`src/rtl/debounce_multi.sv`:
```
// debounce_multi: multi-channel switch debouncer.
// Each channel passes through a two-flop synchronizer. A shared prescaler then
// produces a sample tick. A per-channel counter accepts a new level only after
// STABLE_CNT consecutive ticks that disagree with the current output.
// Optional feature macro DEBOUNCE_EDGE_EN: when defined, registered one-cycle
// rise/fall pulses are generated. When undefined, rise/fall are tied to 0.
module debounce_multi #(
  parameter int WIDTH      = 4,
  parameter int TICK_DIV   = 1000,
  parameter int STABLE_CNT = 4
) (
  input  logic             clk,
  input  logic             reset,
  input  logic [WIDTH-1:0] in,
  output logic [WIDTH-1:0] out,
  output logic [WIDTH-1:0] rise,
  output logic [WIDTH-1:0] fall,
  output logic             tick
);

  localparam int PW = (TICK_DIV > 1) ? $clog2(TICK_DIV) : 1;
  localparam int CW = $clog2(STABLE_CNT + 1);
  localparam logic [PW-1:0] PRE_LAST = PW'(TICK_DIV - 1);
  localparam logic [CW-1:0] CNT_LAST = CW'(STABLE_CNT - 1);

  logic [WIDTH-1:0] sync1;
  logic [WIDTH-1:0] sync2;
  logic [PW-1:0]    pre_cnt;
  logic [CW-1:0]    cnt [WIDTH];
  logic [WIDTH-1:0] differ;
  logic [WIDTH-1:0] accept;

  // Two-flop synchronizer, clocked every cycle regardless of tick.
  always_ff @(posedge clk or negedge reset) begin
    if (!reset) begin
      sync1 <= '0;
      sync2 <= '0;
    end else begin
      sync1 <= in;
      sync2 <= sync1;
    end
  end

  // Free-running prescaler 0..TICK_DIV-1. With TICK_DIV=1 it stays at 0.
  always_ff @(posedge clk or negedge reset) begin
    if (!reset) begin
      pre_cnt <= '0;
    end else if (pre_cnt == PRE_LAST) begin
      pre_cnt <= '0;
    end else begin
      pre_cnt <= pre_cnt + PW'(1);
    end
  end

  // Tick is decoded from the prescaler. It is gated by reset so that it reads 0
  // while reset is held. This gating matters when TICK_DIV=1.
  assign tick = reset & (pre_cnt == PRE_LAST);

  // Per-channel disagreement and "last mismatching tick" decode.
  always_comb begin
    differ = sync2 ^ out;
    accept = '0;
    for (int i = 0; i < WIDTH; i++) begin
      accept[i] = tick & differ[i] & (cnt[i] == CNT_LAST);
    end
  end

  // Stability counters and debounced level. These update only on tick. An
  // agreeing sample clears a partial count, so short glitches are discarded.
  always_ff @(posedge clk or negedge reset) begin
    if (!reset) begin
      for (int i = 0; i < WIDTH; i++) begin
        cnt[i] <= '0;
      end
      out <= '0;
    end else if (tick) begin
      for (int i = 0; i < WIDTH; i++) begin
        if (!differ[i] || accept[i]) begin
          cnt[i] <= '0;
        end else begin
          cnt[i] <= cnt[i] + CW'(1);
        end
        if (accept[i]) begin
          out[i] <= sync2[i];
        end
      end
    end
  end

`ifdef DEBOUNCE_EDGE_EN
  // Edge pulses are registered on the same edge that updates out. Each pulse is
  // therefore high for exactly the cycle after out changes.
  always_ff @(posedge clk or negedge reset) begin
    if (!reset) begin
      rise <= '0;
      fall <= '0;
    end else begin
      rise <= accept & sync2;
      fall <= accept & ~sync2;
    end
  end
`else
  assign rise = '0;
  assign fall = '0;
`endif

endmodule

```
`config.mk`:
```
export PLATFORM = sky130hd
export DESIGN_NAME = debounce_multi
export DESIGN_NICKNAME = d
export VERILOG_FILES = /design/src/rtl/debounce_multi.sv
export SDC_FILE = /design/constraint.sdc
export NUM_CORES = 1
export LEC_CHECK = 0
export ABC_AREA = 1
export CAP_MARGIN = 20
export CORE_AREA = 2 2 65 55
export DETAILED_ROUTE_END_ITERATION = 7
export DIE_AREA = 0 0 67 57
export PLACE_DENSITY_LB_ADDON = 0.08
export SYNTH_ARGS = -nofsm -noshare
export SYNTH_HDL_FRONTEND = slang
export SYNTH_SLANG_ARGS = --single-unit
```
`constraint.sdc`:
```
create_clock -name clk -period 2.01 [get_ports clk]
set_input_delay 0.603 -clock clk [delete_from_list [all_inputs] [get_ports clk]]
set_output_delay 0.603 -clock clk [all_outputs]
set_load 0.01 [all_outputs]
```
== Word-level counts from Yosys, hierarchy flattened ==
Cells that the tools add are included.

* Output and inout port bits: 13
* Word-level logic and storage cells: 48
* Bits of input ports: 6
* Register bits after elaboration: 34

* Muxes and demuxes: 5
* Reductions and logical operators: 12
* Eq/ne operators: 5
* Add/sub/neg operators: 5
* Bitwise operators: 10

{| class="wikitable"
|+ Operators with widths
! operator !! number
|-
| adder 3 x 1 -> 3 bit (second input constant) || 4
|-
| == test 3 x 2 -> 1 bit (second input constant) || 4
|-
| two-way mux 3 bit || 4
|-
| adder 10 x 1 -> 10 bit (second input constant) || 1
|-
| == test 10 bit (second input constant) || 1
|-
| two-way mux 10 bit || 1
|-
| bitwise AND 1 bit || 9
|-
| AND reduction 2 bit || 4
|-
| logical NOT 1 bit || 4
|-
| logical OR 1 bit || 4
|-
| XOR 4 bit || 1
|}

== Logic depth before layout (Yosys ltp) ==
Gate-level depths: netlist of the first run.

* Word-level depth: 6
* Gate-level depth with buffers: 9
* Mapped depth without buffers: 8

== Worst setup path after synthesis of the first run ==
Ideal clock, no wire load.

* Path type: reg-to-output
* From: register pre_cnt[0]
* To: output port tick
* Path buffers: 1
* Arrival: 1.161 ns
* Slack: 0.246 ns
* Stages on the path, launching flop included: 7
* Required time: 1.407 ns
* Path through: dfrtp_1 > ha_1 > nand2_2 > nor2_4 > nand3_4 > nor2_8 > buf_6

* Word-level cells in the longest chain between the ends: 2

{| class="wikitable"
|+ Ends and longest elaborated chain
! element !! line !! source
|-
| start: declaration || 28 || <nowiki>logic [PW-1:0] pre_cnt;</nowiki>
|-
| start signal: assignment || 51 || <nowiki>pre_cnt <= pre_cnt + PW'(1);</nowiki>
|-
| == test 10 bit || 57 || <nowiki>assign tick = reset & (pre_cnt == PRE_LAST);</nowiki>
|-
| bitwise AND 1 bit || 57 ||
|-
| end: declaration || 18 || <nowiki>output logic tick</nowiki>
|}

No other way between the ends.

== Worst setup path after layout of the first run ==
* From: register pre_cnt[1]
* To: output port tick

Same word-level chain as after synthesis.

==> results of run 1 <==
-- area by class of cell --
class / count / area (sq um)
fill: 278 / 1280
sequential: 34 / 851
multi-input combinational: 117 / 663
timing repair buffer: 24 / 199
inverter: 25 / 93.8
clock buffer: 7 / 86.3
tap: 42 / 52.6
clock inverter: 1 / 5.00
-- critical path: cells and delay by family (launching register included) --
kind                       cells  cell delay [ps]
buffers and inverters          1              130
DFF                            1              360
adders and majority gates      1              190
and+or+nand+nor                4              380
-- state kept, by name (all words and copies together), names as in the netlist --
register / flops
pre_cnt: 10
sync2: 4
sync1: 4
out: 4
cnt: 12
-- repair_timing --
action,in CTS,in global routing
setup buffers,1,1
endpoints found under the hold margin,0,0
pin swaps,0,1
setup endpoints to repair,1,1
gates resized for setup,7,0
cloned,0,0
-- stage by stage --
stage                     setup TNS, ps   util  setup WS, ps
final                                 0  0.603          56.1
after global placement             -450  0.572          -450
after global routing                  0  0.603          5.77
after detailed placement           -425  0.572          -425
after floorplan                       0      -           246
after CTS                             0  0.601          32.8
-- synthesized netlist by cell type --
master / count
buf_4: 8
nand3_4: 1
nor2_8: 1
a21oi_1: 3
inv_2: 1
nor3_1: 2
nor2_4: 1
nand2_2: 1
inv_1: 24
nand3b_1: 1
ha_1: 9
nand4_1: 12
a31o_2: 1
o21ai_0: 2
conb_1: 1
buf_6: 3
xnor2_1: 1
nand2_1: 46
nand3_1: 5
and2_1: 4
nor2_1: 12
nor3b_1: 1
xor2_1: 6
dfrtp_1: 34
-- report_power, final --
part / leakage, uW / total, uW / internal [uW] / switching, uW
Sequential: 0.000442 / 696 / 692 / 3.49
Clock: 0.0000482 / 512 / 276 / 236
Combinational: 0.000544 / 37.2 / 10.8 / 26.4
Total: 0.00103 / 1250 / 979 / 266
-- path summary, 6_finish.rpt --
check / start / end / slack, ps / depth (start not counted)
max: pre_cnt[1] / tick / 60 / 6
max in group asynchronous: reset / out[2] / 1190 / 2
min reg2reg: sync1[0] / sync2[0] / 350 / 0
min: sync1[0] / sync2[0] / 350 / 0
max reg2reg: pre_cnt[1] / cnt[4] / 420 / 9
min in group asynchronous: reset / sync1[0] / 520 / 2
-- routing by layer --
layer | up-vias | track usage | wire length (microns)
met2 | 29 | 0.249 | 1210
met3 | 10 | 0.0592 | 122
li1 | 607 | - | -
met5 | - | 0 | 0
met4 | 0 | 0.114 | 99
met1 | 570 | 0.211 | 1300
-- kinds of logic after synthesis --
family | count (synthesis) | share of synthesized area
simple gates | 87 | 0.253
buf+inv | 36 | 0.112
flops | 34 | 0.509
fa+ha+maj | 9 | 0.0673
xor+xnor | 7 | 0.0366
compound gates | 6 | 0.0202
other cells | 1 | 0.00224
==> metrics.cfg, run 1 <==
[sta]
rsz0062_at_grt = no
timing.final.crit_share = 0.972
setup-violations-final = 0
hold_violations = 0
min_period_ps = 1950
whs_ps = 349
skew_ps = 3.71
slew_violations = 0
max_freq_ghz = 0.512

[global_route]
grtUsageTotal = 0.170
grt_max_degree = 35
antenna_found_initial = 0
gr-total-overflow = 0
grt_pass1_wl_microns = 4680
grt_pass1_vias = 1100

[run]
drv_cap = 0

[routing]
via_per_inst = 4.86
drc = 0
routed-via-count = 1216
wl_per_cell_microns = 10.9
ant_nets = 0
drt_iter0_drc = 58
wirelength_microns = 2730
dr.pass1.iters = 4

[clock_network]
postCtsHoldBufs = 0
clock_latency_ps = 290
cts_tree = yes
clock_sinks = 34
clk_pin_slew_ps = 70
clock-root-buffer = clkbuf_8
cts_htree_levels = 2
cts_buffers = 5
cts_max_path_buffers = 2

[yosys]
ys_warn_count = 0
synth_area_leaders = dfrtp_1 51%, nand2_1 10%, ha_1 6.7%, inv_1 5.4%, nand4_1 4.5%
synth.top_cell.area_share = 0.509
yosysTopAreaCell = dfrtp_1
syn-cell-area_sq_um = 1670
synth.avg_cell_area_sq_um = 9.29
syn_inst = 180
yosysSeqAreaShare = 0.509
ys_types = 24
ys_ff_latch = 34

[layout]
finalNetCount = 222
drive_gt1_frac = 0.144
instances_no_fill = 250
diodes = 0
area_growth_pct = 16.6
layout_common_cells = 46 x nand2_1, 34 x dfrtp_1, 23 x inv_1, 14 x buf_4
final_area_sq_um = 1950
final_common_cell = nand2_1

[power_and_ir_drop]
p_leak_uw = 0.00103
p_per_area_nw_per_um2 = 638
peakVddDrop_v = 0.000647
power_uw = 1250

[floorplan]
die_w_microns = 67
row_count = 19
initial_core_util = 0.517
dieArea_sq_um = 3820
core_area_sq_um = 3230
pin_count = 19
dieHeight_microns = 57

[placed_design]
place_hpwl_microns = 1980
place.gp.congestion = 0.936
placed_cells = 240
placed_area_sq_um = 1850
numPortBuffers = 10

[setup_path]
critPathMaxStageDelay_ps = 360
endpoint_kind = output pin
cp.required_ps = 1410
crit_arrival_ps = 1350
path_class = reg -> out
path_cells = ha_2, nand2_2, nor2_4, nand3_4, nor2_8, buf_2
cp_slowest_cell = dfrtp_1
cp-start-kind = flip-flop
cp_max_fo = 2

[worst_hold_path]
hold_class = reg -> reg

[status]
status = complete, no violations

(Power assumes the default switching activity.)
==> inputs of run 2 (changes only) <==
--- a/config.mk
+++ b/config.mk
@@ -5,11 +5,11 @@
 export SDC_FILE = /design/constraint.sdc
 export NUM_CORES = 1
 export LEC_CHECK = 0
-export ABC_AREA = 1
+export ABC_AREA = 0
 export CAP_MARGIN = 20
-export CORE_AREA = 2 2 65 55
+export CORE_AREA = 2 2 65 54
 export DETAILED_ROUTE_END_ITERATION = 7
-export DIE_AREA = 0 0 67 57
+export DIE_AREA = 0 0 67 56
 export PLACE_DENSITY_LB_ADDON = 0.08
 export SYNTH_ARGS = -nofsm -noshare
 export SYNTH_HDL_FRONTEND = slang
==> run 2 against run 1 <==
The run now ends with setup timing left. Area after synthesis is 1.7% lower. Non-clock buffer count is 2 higher. Critical path depth is 1 lower. Cell area is 2.5% higher. Final cell count is 18% lower. Flip-flop and latch count stayed put. Clock skew is 1.8 ps higher.
==> metrics.cfg, run 2 <==
[layout]
largest_registers = cnt: 12 flops, pre_cnt: 10 flops  ; unchanged
area_growth_pct = 21.6  ; was 16.6%
layout_common_cells = 34 x dfrtp_1, 14 x buf_4, 10 x nor3_1, 10 x mux2_4  ; was 46 x nand2_1, 34 x dfrtp_1, 23 x inv_1, 14 x buf_4
diodes = 0  ; unchanged
largest_register_ffs = 12  ; unchanged
drive_gt1_frac = 0.271  ; was 0.144
regMostFlops = cnt  ; unchanged
final_common_cell = dfrtp_1  ; was nand2_1
finalNetCount = 180  ; was 222
final_area_sq_um = 2000  ; was 1950 sq um

[setup_path]
reg2reg_slack_ps = 70  ; was 420 ps
startpoint = pre_cnt[0]  ; was pre_cnt[1]
r2r_end = cnt[10]  ; was cnt[4]
path_class = reg -> out  ; unchanged
cp.required_ps = 1410  ; about the same
worst-path-buf-inv = 1  ; unchanged
cp_max_fo = 2  ; unchanged
cp_slowest_cell = dfrtp_1  ; unchanged
crit_arrival_ps = 1490  ; was 1350 ps
critPathMaxStageDelay_ps = 360  ; about the same
worstReg2RegStart = pre_cnt[8]  ; was pre_cnt[1]
endpoint_kind = output pin  ; unchanged
path_cells = ha_2, nand4bb_1, or2_4, nor3_4, buf_2  ; was ha_2, nand2_2, nor2_4, nand3_4, nor2_8, buf_2
path_depth = 5  ; was 6
crit_family = simple AND/OR/NAND/NOR gates  ; unchanged
crit_end = tick  ; unchanged
cp-start-kind = flip-flop  ; unchanged
rr_worst_depth = 4  ; was 9

[global_route]
grt_pass1_wl_microns = 4530  ; was 4680 microns
grtUsageTotal = 0.164  ; was 0.170
grt_max_degree = 39  ; was 35
grt_pass1_vias = 1071  ; was 1100
gr-total-overflow = 0  ; unchanged
antenna_found_initial = 0  ; unchanged

[clock_network]
cts_max_path_buffers = 2  ; unchanged
clock-root-buffer = clkbuf_8  ; unchanged
cts_htree_levels = 2  ; unchanged
clk_pin_slew_ps = 60  ; was 70 ps
postCtsHoldBufs = 0  ; unchanged
clock_latency_ps = 290  ; about the same
clock_sinks = 34  ; unchanged
cts_tree = yes  ; unchanged
cts_buffers = 5  ; unchanged

[sta]
timing.final.crit_share = 1.04  ; was 0.972
hold_violations = 0  ; unchanged
final.setup.worst_slack_ps = -82.5  ; was 56.1 ps
rsz0062_at_grt = yes  ; was no
min_period_ps = 2090  ; was 1950 ps
max_freq_ghz = 0.478  ; was 0.512 GHz
slew_violations = 0  ; unchanged
skew_ps = 5.49  ; was 3.71 ps
setup-violations-final = 1  ; was 0

[status]
violations = setup timing
status = finished with violations  ; was complete, no violations

[worst_hold_path]
hold_depth = 0  ; unchanged
hold_class = reg -> reg  ; unchanged

[yosys]
syn_inst = 135  ; was 180
synth_edf_count = 0  ; unchanged
ys_async_sr_fraction = 1.00  ; unchanged
syn-cell-area_sq_um = 1640  ; was 1670 sq um
yosysTopAreaCell = dfrtp_1  ; unchanged
synth.top_cell.area_share = 0.518  ; was 0.509
synth-main-ff-cell = dfrtp_1  ; unchanged
ys_top_cells_by_count = 34 x dfrtp_1, 11 x nor3_1, 10 x mux2_4  ; was 46 x nand2_1, 34 x dfrtp_1, 24 x inv_1
yosysSeqAreaShare = 0.518  ; was 0.509
ys_warn_count = 0  ; unchanged
ys_ff_latch = 34  ; unchanged
synth_area_leaders = dfrtp_1 52%, mux2_4 9.1%, ha_1 6.8%, mux2_2 4.1%, buf_4 3.7%  ; was dfrtp_1 51%, nand2_1 10%, ha_1 6.7%, inv_1 5.4%, nand4_1 4.5%
synth.most_common_cell = dfrtp_1  ; was nand2_1
synth.avg_cell_area_sq_um = 12.2  ; was 9.29 sq um
ys_types = 30  ; was 24

[routing]
wl_per_cell_microns = 13.2  ; was 10.9 microns
routed-via-count = 1057  ; was 1216
dr.pass1.iters = 4  ; unchanged
drc = 0  ; unchanged
wirelength_microns = 2720  ; was 2730 microns
ant_nets = 0  ; unchanged
drt_iter0_drc = 37  ; was 58
via_per_inst = 5.13  ; was 4.86

[placed_design]
numPortBuffers = 10  ; unchanged
place_hpwl_microns = 1900  ; was 1980 microns
pre_cts_slack_ps = -518  ; was -425 ps
place.gp.congestion = 0.697  ; was 0.936
placed_area_sq_um = 1830  ; was 1850 sq um

[power_and_ir_drop]
power_uw = 1250  ; about the same
seqPwrFrac = 0.555  ; was 0.559
clockPowerShare = 0.405  ; was 0.411
p_switching_uw = 266  ; about the same
p_leak_uw = 0.000962  ; was 0.00103 uW
switching_share = 0.212  ; was 0.214
comb_power_share = 0.040  ; was 0.030
p_int_uw = 989  ; was 979 uW
peakVddDrop_v = 0.000413  ; was 0.000647 V
p_per_area_nw_per_um2 = 627  ; was 638 nW/um^2

[run]
drv_cap = 0  ; unchanged

[floorplan]
row_count = 18  ; was 19
dieArea_sq_um = 3750  ; was 3820 sq um
pin_count = 19  ; unchanged
initial_core_util = 0.537  ; was 0.517
core_area_sq_um = 3060  ; was 3230 sq um
dieHeight_microns = 56  ; was 57 microns
die_w_microns = 67  ; unchanged

==> run 2: cell families after synthesis <==
kind of cell             share of synthesized area
AO/OA/AOI/OAI                               0.0304
adder cells (fa/ha/maj)                     0.0685
buffers and inverters                       0.0624
multiplexers                                 0.132
AND/OR/NAND/NOR                              0.149
XOR/XNOR                                    0.0373
other                                      0.00228
flip-flops                                   0.518
==> run 2: routing by layer <==
| metal | up-vias | track usage | wire (microns) |
|---|---|---|---|
| met5 | - | 0 | 0 |
| met4 | 0 | 0.0787 | 34 |
| met3 | 4 | 0.0547 | 115 |
| met2 | 20 | 0.257 | 1290 |
| met1 | 512 | 0.200 | 1280 |
| li1 | 521 | - | - |
==> run 2: what timing repair did <==
| action | in CTS | in global routing |
|---|---|---|
| gates resized for setup | 8 | 6 |
| cloned | 0 | 1 |
| pin swaps | 4 | 3 |
| setup buffers | 2 | 1 |
| endpoints found under the setup margin | 5 | 17 |
==> run 2: how the worst min path moves through the flow <==
stage / slack [ps] / end / from
after floorplan: 310 / cnt[0] / reset
after global placement: 330 / sync2[2] / sync1[2]
after detailed placement: 340 / sync2[2] / sync1[2]
after CTS: 350 / sync2[2] / sync1[2]
after global routing: 370 / sync2[2] / sync1[2]
final: 350 / sync2[2] / sync1[2]
==> run 2: power by group through the flow <==
stage / clock (uW) / combinational [uW] / sequential, uW
finish: 508 / 50.0 / 696
global route: 563 / 56.7 / 696
CTS: 526 / 42.6 / 696
detailed placement: 0 / 41.5 / 709
global placement: 0 / 40.6 / 708
floorplan: 0 / 25.6 / 708
==> run 2: per-stage QoR <==
| stage | TNS, ps | hold WS (ps) | utilization | cells |
|---|---|---|---|---|
| global placement | -5150 | 333 | 0.599 | 194 |
| CTS | -128 | 355 | 0.636 | 204 |
| floorplan | 0 | 307 | - | 142 |
| finish | -82.5 | 352 | 0.653 | 206 |
| global route | -210 | 366 | 0.653 | 206 |
| detailed placement | -5170 | 340 | 0.599 | 194 |
==> run 2: worst register-to-register path, stage by stage, from the launching register on <==
cell and delay [ps]:
dfrtp_1 390, nand4_1 210, buf_4 230, or4_4 660, mux2_4 340
==> run 2: layout make-up <==
type	count	area [sq um]
fill	252	1060
sequential	34	851
multi-input combinational	91	733
timing repair buffer	26	248
clock buffer	7	86.3
tap	40	50.0
inverter	7	26.3
clock inverter	1	5.00
==> inputs of run 3 (changes only) <==
--- a/config.mk
+++ b/config.mk
@@ -10,7 +10,9 @@
 export CORE_AREA = 2 2 65 54
 export DETAILED_ROUTE_END_ITERATION = 7
 export DIE_AREA = 0 0 67 56
+export GPL_TIMING_DRIVEN = 0
 export PLACE_DENSITY_LB_ADDON = 0.08
+export SLEW_MARGIN = 20
 export SYNTH_ARGS = -nofsm -noshare
 export SYNTH_HDL_FRONTEND = slang
 export SYNTH_SLANG_ARGS = --single-unit
==> run 3 against run 2 <==
The flow still finishes with violations (setup timing). Sequential share of layout area is 1.0 points higher. Die area is the same. Register-to-register slack worse by 150 ps. Clock power is 9.8% lower. Clock-buffer cell count unchanged. First-iteration DRC count fell by 14%. Non-clock buffer count fell by 2. Routed wire length grew 0.33%. Clock skew is 4.2 ps higher. Power shrank 3.6%. Final cell count down 1.5%. Setup slack worse by 170 ps. Largest cell class unchanged. Largest power group unchanged.
==> metrics.cfg, run 3 (synthesis gave the netlist of run 2 again) <==
[global_route]
grt_pass1_vias = 1101  ; was 1071
grt_max_degree = 28  ; was 39
gr-total-overflow = 0  ; unchanged
antenna_found_initial = 0  ; unchanged
grt_pass1_wl_microns = 4840  ; was 4530 microns
grtUsageTotal = 0.173  ; was 0.164

[sta]
worstMarginPinSlew_ps = 699
slew_violations = 0  ; unchanged
setup-violations-final = 13  ; was 1
hold_violations = 0  ; unchanged
relSlewSlack = 0.530
rsz0062_at_grt = yes  ; unchanged
timing.final.crit_share = 1.13  ; was 1.04
whs_ps = 197  ; was 352 ps
skew_ps = 9.70  ; was 5.49 ps
min_period_ps = 2260  ; was 2090 ps
final.setup.worst_slack_ps = -253  ; was -82.5 ps
max_freq_ghz = 0.442  ; was 0.478 GHz

[routing]
wirelength_microns = 2730  ; was 2720 microns
routed-via-count = 1041  ; was 1057
wl_per_cell_microns = 13.4  ; was 13.2 microns
drt_iter0_drc = 32  ; was 37
via_per_inst = 5.13  ; about the same
dr.pass1.iters = 4  ; unchanged
ant_nets = 0  ; unchanged
drc = 0  ; unchanged

[layout]
regMostFlops = cnt  ; unchanged
fillers = 254  ; was 252
final_common_cell = dfrtp_1  ; unchanged
largest_register_ffs = 12  ; unchanged
largest_registers = cnt: 12 flops, pre_cnt: 10 flops  ; unchanged
area_growth_pct = 18.7  ; was 21.6%
instances_no_fill = 203  ; was 206
drive_gt1_frac = 0.252  ; was 0.271
layout_common_cells = 34 x dfrtp_1, 12 x buf_4, 10 x nor3_1, 10 x mux2_4  ; was 34 x dfrtp_1, 14 x buf_4, 10 x nor3_1, 10 x mux2_4
diodes = 0  ; unchanged
finalNetCount = 178  ; was 180

[setup_path]
startpoint = pre_cnt[0]  ; unchanged
cp-start-kind = flip-flop  ; unchanged
cp_max_fo = 2  ; unchanged
worstReg2RegStart = pre_cnt[0]  ; was pre_cnt[8]
r2r_end = cnt[10]  ; unchanged
rr_worst_depth = 6  ; was 4
path_class = reg -> out  ; unchanged
cp.required_ps = 1410  ; about the same
crit_arrival_ps = 1660  ; was 1490 ps
crit_end = tick  ; unchanged
endpoint_kind = output pin  ; unchanged
reg2reg_slack_ps = -80  ; was 70 ps

[floorplan]
initial_core_util = 0.537  ; unchanged
dieHeight_microns = 56  ; unchanged
pin_count = 19  ; unchanged
die_w_microns = 67  ; unchanged
dieArea_sq_um = 3750  ; unchanged
core_area_sq_um = 3060  ; unchanged
row_count = 18  ; unchanged

[power_and_ir_drop]
comb_power_share = 0.045  ; was 0.040
p_int_uw = 956  ; was 989 uW
clockPowerShare = 0.379  ; was 0.405
p_switching_uw = 253  ; was 266 uW
p_per_area_nw_per_um2 = 619  ; was 627 nW/um^2
peakVddDrop_v = 0.000471  ; was 0.000413 V
p_leak_uw = 0.000927  ; was 0.000962 uW
power_uw = 1210  ; was 1250 uW
switching_share = 0.209  ; was 0.212
seqPwrFrac = 0.576  ; was 0.555

[status]
violations = setup timing  ; unchanged
status = finished with violations  ; unchanged

[clock_network]
clock-root-buffer = clkbuf_8  ; unchanged
clock_latency_ps = 280  ; was 290 ps
clk_pin_slew_ps = 70  ; was 60 ps
cts_htree_levels = 2  ; unchanged
clock_sinks = 34  ; unchanged
cts_buffers = 5  ; unchanged
cts_tree = yes  ; unchanged
cts_max_path_buffers = 2  ; unchanged

[placed_design]
numPortBuffers = 10  ; unchanged
placed_cells = 193  ; was 194
place.gp.congestion = 0.685  ; was 0.697
place_hpwl_microns = 1850  ; was 1900 microns

[run]
drv_cap = 0  ; unchanged

[worst_hold_path]
hold_class = in -> async  ; was reg -> reg

==> run 3: changes by cell type in the layout (fill, tap and decap cells not counted), sizes merged <==
cell / before / now
clkbuf: 8 / 7
clkinv: 1 / 0
dlymetal6s2s: 1 / 0
==> run 3: cell type report <==
class	instances	area, sq um	share of cell area
plain buffers	9	71.3	0.0365
clock buffers	7	76.3	0.0391
inverters	7	26.3	0.0135
multi-input cells	91	737	0.378
flip-flops and latches	34	851	0.436
well taps	40	50.0	0.0256
repair buffers	15	140	0.0718
==> run 3: through the flow <==
stage | cell area (sq um) | util | TNS, ps | setup slack (ps)
3_3_place_gp | 1820 | 0.594 | -39580 | -1810
2_1_floorplan | 1670 | - | 0 | 18.3
4_1_cts | 1940 | 0.635 | -255 | -221
5_1_grt | 1950 | 0.637 | -1450 | -306
6_report | 1950 | 0.637 | -994 | -253
3_5_place_dp | 1840 | 0.599 | -2080 | -527
==> run 3: worst max-delay path: stages (launching register included) <==
cell and delay [ps]:
dfrtp_1 400, ha_4 160, nand4bb_1 140, buf_6 150
or2_4 230, nor3_2 140, buf_2 160
==> run 3: per-layer routing <==
layer / part of all wire / global-route usage / up-vias
met2: 0.48 / 0.274 / 19
met1: 0.47 / 0.211 / 500
met4: 0.013 / 0.0816 / 0
met5: 0 / 0 / -
met3: 0.043 / 0.0547 / 5
li1: - / - / 517
==> run 3: power by group through the flow <==
stage	sequential (uW)	combinational [uW]	clock, uW
final	697	54.5	458
after detailed placement	709	55.4	0
after floorplan	708	25.6	0
after global routing	696	61.7	515
after CTS	696	55.7	479
after global placement	708	50.1	0
==> run 3: how the worst min path moves through the flow <==
| stage | slack [ps] | from | cells past startpoint | endpoint |
|---|---|---|---|---|
| finish | 200 | reset | 1 | cnt[2] |
| global route | 210 | reset | 1 | cnt[0] |
| CTS | 200 | reset | 1 | cnt[2] |
| detailed placement | 340 | sync1[0] | 0 | sync2[0] |
| global placement | 330 | sync1[2] | 0 | sync2[2] |
| floorplan | 310 | reset | 0 | cnt[0] |
==> run 3: what timing repair did <==
action,4_1_cts,5_1_grt
pin swaps,2,2
buffers inserted,3,1
hold buffers,0,0
gates resized for setup,10,0
gates cloned,0,0
endpoints found under the setup margin,3,13
